**src/rtl/uart_receiver_pkg.sv**
```systemverilog
// Shared UART definitions: receive FSM state encoding and default widths.
package uart_pkg;
    localparam int UART_DATA_W = 8;
    localparam int UART_COMP_W = 16;

    typedef enum logic [1:0] {
        RX_IDLE  = 2'd0,
        RX_START = 2'd1,
        RX_DATA  = 2'd2,
        RX_STOP  = 2'd3
    } rx_state_e;
endpackage

```
**src/rtl/uart_receiver_if.sv**
```systemverilog
// Register-file side of the UART receiver: control inputs, holding register and flags.
interface uart_receiver_if
    import uart_pkg::*;
#(
    parameter int COMP_W = UART_COMP_W
);
    logic                   rx_en;
    logic [COMP_W-1:0]      comp;
    logic                   rx_ack;
    logic                   err_clr;
    logic [UART_DATA_W-1:0] rx_data;
    logic                   rx_valid;
    logic                   fr_err;
    logic                   ovr_err;
    logic                   busy;

    modport master (
        output rx_en, comp, rx_ack, err_clr,
        input  rx_data, rx_valid, fr_err, ovr_err, busy
    );

    modport slave (
        input  rx_en, comp, rx_ack, err_clr,
        output rx_data, rx_valid, fr_err, ovr_err, busy
    );
endinterface

```
**src/rtl/uart_rx_sync.sv**
```systemverilog
// Two-flop synchronizer for an idle-high async line, plus a falling-edge detector.
module uart_rx_sync (
    input  logic clk,
    input  logic rst,
    input  logic rx,
    output logic rx_s,
    output logic fall
);
    logic sync1_q, sync1_d;
    logic sync2_q, sync2_d;
    logic prev_q,  prev_d;

    always_comb begin
        sync1_d = rx;
        sync2_d = sync1_q;
        prev_d  = sync2_q;
    end

    always_ff @(posedge clk or posedge rst) begin
        if (rst) begin
            sync1_q <= 1'b1;
            sync2_q <= 1'b1;
            prev_q  <= 1'b1;
        end else begin
            sync1_q <= sync1_d;
            sync2_q <= sync2_d;
            prev_q  <= prev_d;
        end
    end

    assign rx_s = sync2_q;
    assign fall = ~sync2_q & prev_q;
endmodule

```
**src/rtl/uart_receiver.sv**
```systemverilog
// 8N1 UART receive engine: start detect, mid-bit sampling, one-byte holding
// register with valid/ack handshake and sticky framing/overrun flags.
module uart_receiver
    import uart_pkg::*;
#(
    parameter int COMP_W = UART_COMP_W
) (
    input  logic            clk,
    input  logic            rst,
    input  logic            rx,
    uart_receiver_if.slave  bus
);
    logic rx_s, fall;

    uart_rx_sync u_sync (
        .clk  (clk),
        .rst  (rst),
        .rx   (rx),
        .rx_s (rx_s),
        .fall (fall)
    );

    rx_state_e              state_q, state_d;
    logic [COMP_W-1:0]      cnt_q, cnt_d;
    logic [2:0]             bit_cnt_q, bit_cnt_d;
    logic [UART_DATA_W-1:0] shift_q, shift_d;
    logic [UART_DATA_W-1:0] data_q, data_d;
    logic                   valid_q, valid_d;
    logic                   fr_q, fr_d;
    logic                   ovr_q, ovr_d;
    logic                   stop_ok, stop_bad;
    logic [COMP_W-1:0]      comp_last, half_last;

    assign comp_last = bus.comp - COMP_W'(1);
    assign half_last = (bus.comp >> 1) - COMP_W'(1);

    // >= rather than == so a comp change mid-frame cannot strand the counter.
    always_comb begin
        state_d   = state_q;
        cnt_d     = cnt_q;
        bit_cnt_d = bit_cnt_q;
        shift_d   = shift_q;
        stop_ok   = 1'b0;
        stop_bad  = 1'b0;
        case (state_q)
            RX_IDLE: begin
                if (bus.rx_en && fall) state_d = RX_START;
            end
            RX_START: begin
                if (cnt_q >= half_last) state_d = rx_s ? RX_IDLE : RX_DATA;
                else                    cnt_d   = cnt_q + COMP_W'(1);
            end
            RX_DATA: begin
                if (cnt_q >= comp_last) begin
                    shift_d   = {rx_s, shift_q[UART_DATA_W-1:1]};
                    cnt_d     = '0;
                    bit_cnt_d = bit_cnt_q + 3'd1;
                    if (bit_cnt_q == 3'd7) state_d = RX_STOP;
                end else begin
                    cnt_d = cnt_q + COMP_W'(1);
                end
            end
            RX_STOP: begin
                if (cnt_q >= comp_last) begin
                    state_d  = RX_IDLE;
                    stop_ok  = rx_s;
                    stop_bad = ~rx_s;
                end else begin
                    cnt_d = cnt_q + COMP_W'(1);
                end
            end
            default: state_d = RX_IDLE;
        endcase
        if (!bus.rx_en) begin
            state_d  = RX_IDLE;
            stop_ok  = 1'b0;
            stop_bad = 1'b0;
        end
        if (state_d != state_q) begin
            cnt_d     = '0;
            bit_cnt_d = '0;
        end
    end

    // Error sets are applied after clears so a same-cycle event wins.
    always_comb begin
        data_d  = data_q;
        valid_d = valid_q;
        fr_d    = fr_q;
        ovr_d   = ovr_q;
        if (bus.rx_ack) valid_d = 1'b0;
        if (bus.err_clr) begin
            fr_d  = 1'b0;
            ovr_d = 1'b0;
        end
        if (stop_ok) begin
            if (!valid_q || bus.rx_ack) begin
                data_d  = shift_q;
                valid_d = 1'b1;
            end else begin
                ovr_d = 1'b1;
            end
        end
        if (stop_bad) fr_d = 1'b1;
    end

    always_ff @(posedge clk or posedge rst) begin
        if (rst) begin
            state_q   <= RX_IDLE;
            cnt_q     <= '0;
            bit_cnt_q <= '0;
        end else begin
            state_q   <= state_d;
            cnt_q     <= cnt_d;
            bit_cnt_q <= bit_cnt_d;
        end
    end

    always_ff @(posedge clk or posedge rst) begin
        if (rst) shift_q <= '0;
        else     shift_q <= shift_d;
    end

    always_ff @(posedge clk or posedge rst) begin
        if (rst) begin
            data_q  <= '0;
            valid_q <= 1'b0;
            fr_q    <= 1'b0;
            ovr_q   <= 1'b0;
        end else begin
            data_q  <= data_d;
            valid_q <= valid_d;
            fr_q    <= fr_d;
            ovr_q   <= ovr_d;
        end
    end

    assign bus.rx_data  = data_q;
    assign bus.rx_valid = valid_q;
    assign bus.fr_err   = fr_q;
    assign bus.ovr_err  = ovr_q;
    assign bus.busy     = (state_q != RX_IDLE);
endmodule

```
**src/flat_wrapper.sv**
```systemverilog
// flat-port wrapper written by rule: the top's interface ports become plain ports
module uart_receiver_flat import uart_pkg::*;
#(
    parameter int COMP_W = UART_COMP_W
)
  (clk, rst, rx, bus_rx_en, bus_comp, bus_rx_ack, bus_err_clr, bus_rx_data, bus_rx_valid, bus_fr_err, bus_ovr_err, bus_busy);
  uart_receiver_if #(.COMP_W(COMP_W)) bus_i ();
  input  logic clk;
  input  logic rst;
  input  logic rx;
  input wire logic [$bits(bus_i.rx_en)-1:0] bus_rx_en;
  input wire logic [$bits(bus_i.comp)-1:0] bus_comp;
  input wire logic [$bits(bus_i.rx_ack)-1:0] bus_rx_ack;
  input wire logic [$bits(bus_i.err_clr)-1:0] bus_err_clr;
  output wire logic [$bits(bus_i.rx_data)-1:0] bus_rx_data;
  output wire logic [$bits(bus_i.rx_valid)-1:0] bus_rx_valid;
  output wire logic [$bits(bus_i.fr_err)-1:0] bus_fr_err;
  output wire logic [$bits(bus_i.ovr_err)-1:0] bus_ovr_err;
  output wire logic [$bits(bus_i.busy)-1:0] bus_busy;
  assign bus_i.rx_en = bus_rx_en;
  assign bus_i.comp = bus_comp;
  assign bus_i.rx_ack = bus_rx_ack;
  assign bus_i.err_clr = bus_err_clr;
  assign bus_rx_data = bus_i.rx_data;
  assign bus_rx_valid = bus_i.rx_valid;
  assign bus_fr_err = bus_i.fr_err;
  assign bus_ovr_err = bus_i.ovr_err;
  assign bus_busy = bus_i.busy;
  uart_receiver #(.COMP_W(COMP_W)) u_core (.clk(clk), .rst(rst), .rx(rx), .bus(bus_i));
endmodule
```
**config.mk**
```make
export PLATFORM = sky130hd
export DESIGN_NAME = uart_receiver_flat
export DESIGN_NICKNAME = d
export VERILOG_FILES = /design/src/rtl/uart_receiver_pkg.sv /design/src/rtl/uart_receiver_if.sv /design/src/rtl/uart_rx_sync.sv /design/src/rtl/uart_receiver.sv /design/src/flat_wrapper.sv
export SDC_FILE = /design/constraint.sdc
export NUM_CORES = 1
export LEC_CHECK = 0
export CAP_MARGIN = 10
export CORE_MARGIN = 8
export CORE_UTILIZATION = 55
export CTS_BUF_LIST = sky130_fd_sc_hd__clkbuf_16
export DETAILED_ROUTE_END_ITERATION = 10
export PLACE_DENSITY = 0.78
export SYNTH_ARGS = -nofsm -noshare
export SYNTH_HDL_FRONTEND = slang
export SYNTH_HIERARCHICAL = 1
export SYNTH_SLANG_ARGS = --single-unit
```
**constraint.sdc**
```tcl
create_clock -name clk -period 3.2 [get_ports clk]
set_input_delay 0.64 -clock clk [delete_from_list [all_inputs] [get_ports clk]]
set_output_delay 0.64 -clock clk [all_outputs]
set_load 0.03 [all_outputs]
```
; Word level (Yosys, flattened, before mapping)
; Cells that the tools add are included.
[classes]
eq_ne = 7
add_sub_neg = 4
order_cmp = 2
n_reduce_logical = 13
bitwise_logic = 2
n_mux = 30
[ops]
columns = operator, n
row1 = 16-bit two-way mux, 4
row2 = 16-bit one-hot mux with 3 select lines, 1
row3 = 16-bit >= comparator, 2
row4 = 16-bit by 1-bit adder with 16-bit output (second input constant), 1
row5 = 15-bit by 1-bit subtractor with 16-bit output (second input constant), 1
row6 = 16-bit by 1-bit subtractor with 16-bit output (second input constant), 1
row7 = 1-bit two-way mux, 14
row8 = 2-bit two-way mux, 7
row9 = 3-bit two-way mux, 3
row10 = 2-bit one-hot mux with 4 select lines, 1
row11 = 2-bit nonzero test, 4
row12 = 3-bit inequality test (second input constant), 2
row13 = 2-bit AND reduction, 3
row14 = 2-bit equality test (second input constant), 2
row15 = 4-bit nonzero test, 1
row16 = 3-bit by 1-bit adder with 3-bit output (second input constant), 1
row17 = 3-bit equality test (second input constant), 1
row18 = 3-bit AND reduction, 1
row19 = 2-bit by 1-bit equality test with 1-bit output (second input constant), 1
row20 = 2-bit zero test, 1
row21 = 2-bit inequality test, 1
row22 = 1-bit AND, 1
row23 = 1-bit logical AND, 1
row24 = 1-bit zero test, 1
row25 = 2 further kinds, 2
[totals]
register_bits = 43
out_inout_bits = 12

; Depth between registers and ports, before layout
; Gate-level depths: netlist of the first run.
[logic_depth]
ltp_word = 9
mapped_depth = 15

; By module
; The synthesis of the first run kept the hierarchy.
[by_module_without_submodules]
columns = mod, n_inst, seq_area_each_um2, cells_each, area_per_inst_um2
row1 = uart_receiver, 1, 1001.0, 343, 3244.4
row2 = uart_rx_sync, 1, 78.8, 5, 96.3

; Worst setup path before layout of the first run
; OpenSTA, ideal clock, no wires.
[synth_path]
path_kind = input port to flip-flop
from = input bus_comp[3]
to = register u_core.shift_q[0]
t_required_ns = 3.075
path_stages = 14
path_slack_ns = -0.962
arrival_time_ns = 4.037
setup_ns = 0.125
path_cell_list = clkbuf_1 nor2_1 nand2_1 nor3_1 nor3b_1 nand3_1 xor2_1 ha_1 nand2_1 nor4_4 or4b_4 a311oi_4 buf_6 mux2_2
[synth_between]
elab_chain_cells = 3
[synth_lines]
columns = element, line
row1 = start: declaration, flat_wrapper.sv:12  ; input wire logic [$bits(bus_i.comp)-1:0] bus_comp;
row2 = 16-bit by 1-bit subtractor with 16-bit output, uart_receiver.sv:34  ; assign comp_last = bus.comp - COMP_W'(1);
row3 = 16-bit >= comparator, uart_receiver.sv:54  ; if (cnt_q >= comp_last) begin
row4 = 2-bit AND reduction (no source line), --
row5 = end signal: assignment, uart_receiver.sv:121  ; else shift_q <= shift_d;
row6 = end: declaration, uart_receiver.sv:26  ; logic [UART_DATA_W-1:0] shift_q, shift_d;
; No other way between the ends.
; A chain may end at the register's enable or synchronous reset.

; Worst setup path after layout of the first run
[layout_path]
from = input bus_comp[1]
to = register u_core.data_q[4] (netlist: u_core/bus.rx_data[4])
[layout_between]
elab_chain_cells = 6
[layout_lines]
columns = element, line
row1 = 16-bit by 1-bit subtractor with 16-bit output, uart_receiver.sv:34
row2 = 16-bit >= comparator, uart_receiver.sv:64  ; if (cnt_q >= comp_last) begin
row3 = 1-bit two-way mux, uart_receiver.sv:64
row4 = 1-bit two-way mux, uart_receiver.sv:45  ; case (state_q)
row5 = 1-bit two-way mux, uart_receiver.sv:74  ; if (!bus.rx_en) begin
row6 = 2-bit AND reduction (no source line), --
row7 = end signal: assignment, uart_receiver.sv:131  ; data_q <= data_d;
row8 = end: declaration, uart_receiver.sv:27  ; logic [UART_DATA_W-1:0] data_q, data_d;
; No other way between the ends.

==> results of run 1 <==
-- sequential cells by signal, summed over array words and instances (netlist names) --
name / flops
u_core/bit_cnt_q: 3
u_core/bus.fr_err: 1
u_core/bus.ovr_err: 1
u_core/bus.rx_data: 8
u_core/bus.rx_valid: 1
u_core/cnt_q: 16
u_core/shift_q: 8
u_core/state_q: 2
u_core/u_sync/prev_q: 1
u_core/u_sync/rx_s: 1
u_core/u_sync/sync1_q: 1
-- worst max-delay path, cell delays in order --
cell and delay, ps:
buf_8 100, clkinvlp_4 120, ha_4 160, nand3_4 70, or4_4 440, nor3_2 230
xnor2_1 100, ha_1 320, nand2_2 90, nor4_4 230, or4b_4 530, buf_6 150
a31oi_4 210, nand3_4 210, mux2_4 350
-- logic make-up (layout without fill, tap and decap cells) --
group,after synthesis,in the layout,synth area share
and+or+nand+nor,118,118,0.190
AOI/OAI and AO/OA,64,64,0.148
DFF,43,43,0.323
xor gates and xnor gates,39,39,0.102
adders and majority gates,38,38,0.142
buffers and inverters,28,144,0.0341
muxes,18,18,0.0599
-- through the flow --
stage | hold slack (ps) | setup TNS, ps
finish | 359 | -19750
global route | 367 | -24420
CTS | 363 | -17840
detailed placement | 351 | -42780
global placement | 347 | -39330
floorplan | 345 | -18390
-- synthesized netlist by cell type, types with 2 or more instances --
master     instances  area share
mux2_2            11       0.037
or4_1              3      0.0067
o21a_1             3      0.0067
mux2i_1            2      0.0060
xor2_1            19       0.050
nand4_1            7       0.013
and4_1             2      0.0052
a22oi_1            2      0.0045
o21ai_0           11       0.016
a2111oi_0          3      0.0079
o2111ai_1          2      0.0052
or2_2              2      0.0037
xnor2_1           20       0.052
nand3_1           15       0.022
inv_1             17       0.019
a211oi_1           3      0.0067
nor2_1            20       0.022
o21bai_1           2      0.0045
o22ai_1            2      0.0037
mux2_1             5       0.017
nand2_1           27       0.030
ha_1              38        0.14
and3_1             4      0.0075
clkbuf_1           9       0.010
a21o_1             2      0.0045
a31oi_1            2      0.0037
o31a_1             2      0.0052
nand2b_1           4      0.0075
nor3_1            20       0.030
dfrtp_1           40        0.30
a21oi_1           15       0.022
a2111o_1           3       0.010
dfstp_2            3       0.024
-- worst max-delay path by stage --
stage | start | endpoint | slack [ps] | cells after the start
6_report | bus_comp[1] | u_core/bus.rx_data[4] | -580 | 15
5_1_grt | bus_comp[8] | u_core/bus.rx_data[4] | -670 | 14
4_1_cts | bus_comp[1] | u_core/shift_q[1] | -560 | 15
3_5_place_dp | bus_comp[1] | u_core/cnt_q[10] | -1220 | 15
3_3_place_gp | bus_comp[1] | u_core/shift_q[5] | -1080 | 14
2_1_floorplan | bus_comp[3] | u_core/shift_q[0] | -580 | 14
-- placed cells by master (no fill, tap or decap), types with 3 or more instances in the layout --
cell             netlist  final
ha_1                  38     35
o21ai_1                0      3
clkinvlp_4             0      3
dfrtp_1               40     40
nor3_2                 0     11
mux2_4                 0     13
clkdlybuf4s50_1        0     19
xor2_1                19     18
a2111o_1               3      3
nor3_4                 0      3
nand2b_1               4      4
clkbuf_16              0      5
xnor2_1               20     20
nand3_1               15     12
o21ai_0               11      7
o21a_1                 3      3
nand2_1               27     21
dfstp_2                3      3
and3_1                 4      4
buf_4                  0     71
nand2_2                1      5
ha_4                   0      3
inv_1                 17     14
a21oi_1               15     11
nor3_1                20      6
buf_2                  1      3
nor2_1                20     16
a21oi_2                0      3
nor2_2                 1      3
clkbuf_2               0      5
nand4_1                7      7
buf_6                  1     12
mux2_2                11      3
-- cell type report --
class / instances / area, um2
Tap cell: 75 / 93.8
Clock buffer: 5 / 125
Inverter: 17 / 70.1
Sequential cell: 43 / 1080
Clock inverter: 3 / 23.8
Multi-Input combinational cell: 277 / 2570
Fill cell: 286 / 885
Timing Repair Buffer: 119 / 1040
-- layer usage --
layer / part of all wire / GRT usage
met5: 0 / 0
met4: 0.057 / 0.0978
met3: 0.056 / 0.0320
met2: 0.50 / 0.402
met1: 0.39 / 0.280
-- report_power, final --
part	internal, mW	leakage [nW]	switching (mW)
combinational	0.129	1.61	0.143
sequential	0.551	0.588	0.0136
clock	0.292	0.0664	0.225
total	0.973	2.26	0.382
-- what timing repair did --
item | 4_1_cts | 5_1_grt
pin swaps | 21 | 34
gates resized for setup | 70 | 56
buffers inserted | 19 | 11
hold buffers | 0 | 0
setup endpoints to repair | 40 | 40
gates cloned | 2 | 0
==> impl_metrics.py, run 1 <==
metrics = {
    "grt": {
        "wire_length_of_the_first_global_routing_pass_um": 16600,
        "grt_start_max_net_pins": 31,
        "grt.total_usage": 0.232,
        "first_global_vias": 3410,
        "global_route.overflow_total": 0,
        "antenna_found_initial": 0,
    },
    "yosys": {
        "netlist_instances": 348,
        "synth_sequential_area_ratio": 0.323,
        "synth-seq-cells": 43,
        "synthesis.nets": 408,
        "synthesis.yosys.warnings": 6,
        "post_synth_instance_area_mm2": 0.00334,
        "synth_flop_cell": "dfrtp_1",
        "post_synth.cell_area_avg_um2": 9.60,
        "ys_async_sr_fraction": 1.00,
        "synth.lib_cells_used.distinct": 61,
        "post_synth_edffs": 0,
    },
    "routing": {
        "detail_route.first_pass.iterations": 4,
        "finalWirelength_um": 11200,
        "detailedRoute.firstIterationViolations": 243,
        "remaining_drc_errors": 0,
        "routedWlPerCell_um": 20.7,
        "antenna_left": 0,
        "vias_per_cell": 6.18,
        "route.vias.total": 3329,
    },
    "critical_path": {
        "reg2reg_to": "u_core/bus.rx_data[4]",
        "worstSetupPathType": "in -> reg",
        "rr_worst_depth": 8,
        "critical_path_peak_fanout": 8,
        "arrival_ps": 3950,
        "critPathRequiredTime_ps": 3370,
        "regToRegStartpoint": "u_core/cnt_q[10]",
        "startpoint_type": "input pin",
        "ff2ff_setup_slack_ps": 390,
        "cp-end-kind": "flip-flop",
    },
    "timing": {
        "post-route-period-util": 1.18,
        "finalWorstPathRequiredPeriod_ps": 3780,
        "fin_worst_skew_ps": 7.71,
        "setup_viol_count_final": 40,
        "setup_repair_after_global_routing_missed_its_margin": "true",
        "max-slew-margin-rel": 0.571,
        "max_freq_mhz": 265,
        "report.final.hold_viol_count": 0,
        "report.final.slew_viol_count": 0,
        "least_margin_pin_slew_ps": 639,
        "post-route-worst-setup-slack_ps": -578,
    },
    "finish": {
        "final_layout_size_suffix_gt1_frac": 0.409,
        "post-route-util": 0.850,
        "instances_no_fill": 539,
        "stdcell_area_mm2": 0.00500,
        "antenna_cells_inserted": 0,
        "numnets_final": 523,
        "area_delta_synth_final_pct": 49.7,
    },
    "place": {
        "placement_stage_cell_area_mm2": 0.00425,
        "gp_congestion": 0.859,
        "dp_hpwl_um": 6700,
        "dp_cells": 500,
        "dp_worst_slack_ps": -1220,
        "io_buffers": 33,
    },
    "floorplanning": {
        "die_width_um": 93.9,
        "die_y_um": 93.9,
        "die_area_mm2": 0.00882,
        "core_area_mm2": 0.00589,
        "boundaryPins": 34,
        "rows": 28,
        "initial_utilization": 0.568,
    },
    "clock_tree": {
        "h-tree-depth": 2,
        "clkLatencyLatePin_ps": 290,
        "cts-root-to-sink-buffers": 2,
        "cell_at_the_root_of_the_clock_tree": "clkbuf_16",
        "cts_tree": "yes",
        "cts_sinks": 43,
        "cts_buffers": 5,
        "cts.reportedPaths.clkPinSlew_ps": 60,
    },
    "min_path": {
        "min_path_type": "reg -> reg",
        "min-delay-start": "u_core/u_sync/sync1_q",
        "hold_depth": 0,
        "hold-path-endpoint": "u_core/u_sync/rx_s",
    },
    "pwr": {
        "powerDensity_mw_per_mm2": 271,
        "static-leakage-power_nw": 2.26,
        "worst_ir_drop_vdd_mv": 0.415,
        "p_total_mw": 1.35,
    },
    "status": {
        "status": "finished with violations",
        "failing_checks": "negative setup slack",
    },
    "job": {
        "maxCapViolCount": 0,
    },
}
No activity file was read; power rests on OpenSTA's default activity.
==> run 2: changes to the inputs <==
--- a/config.mk
+++ b/config.mk
@@ -9,6 +9,7 @@
 export CORE_MARGIN = 8
 export CORE_UTILIZATION = 55
 export CTS_BUF_LIST = sky130_fd_sc_hd__clkbuf_16
+export CTS_CLUSTER_SIZE = 12
 export DETAILED_ROUTE_END_ITERATION = 10
 export PLACE_DENSITY = 0.78
 export SYNTH_ARGS = -nofsm -noshare
==> results of run 2 <==
No change in the layout: final DEF, timing and power equal those of run 1.
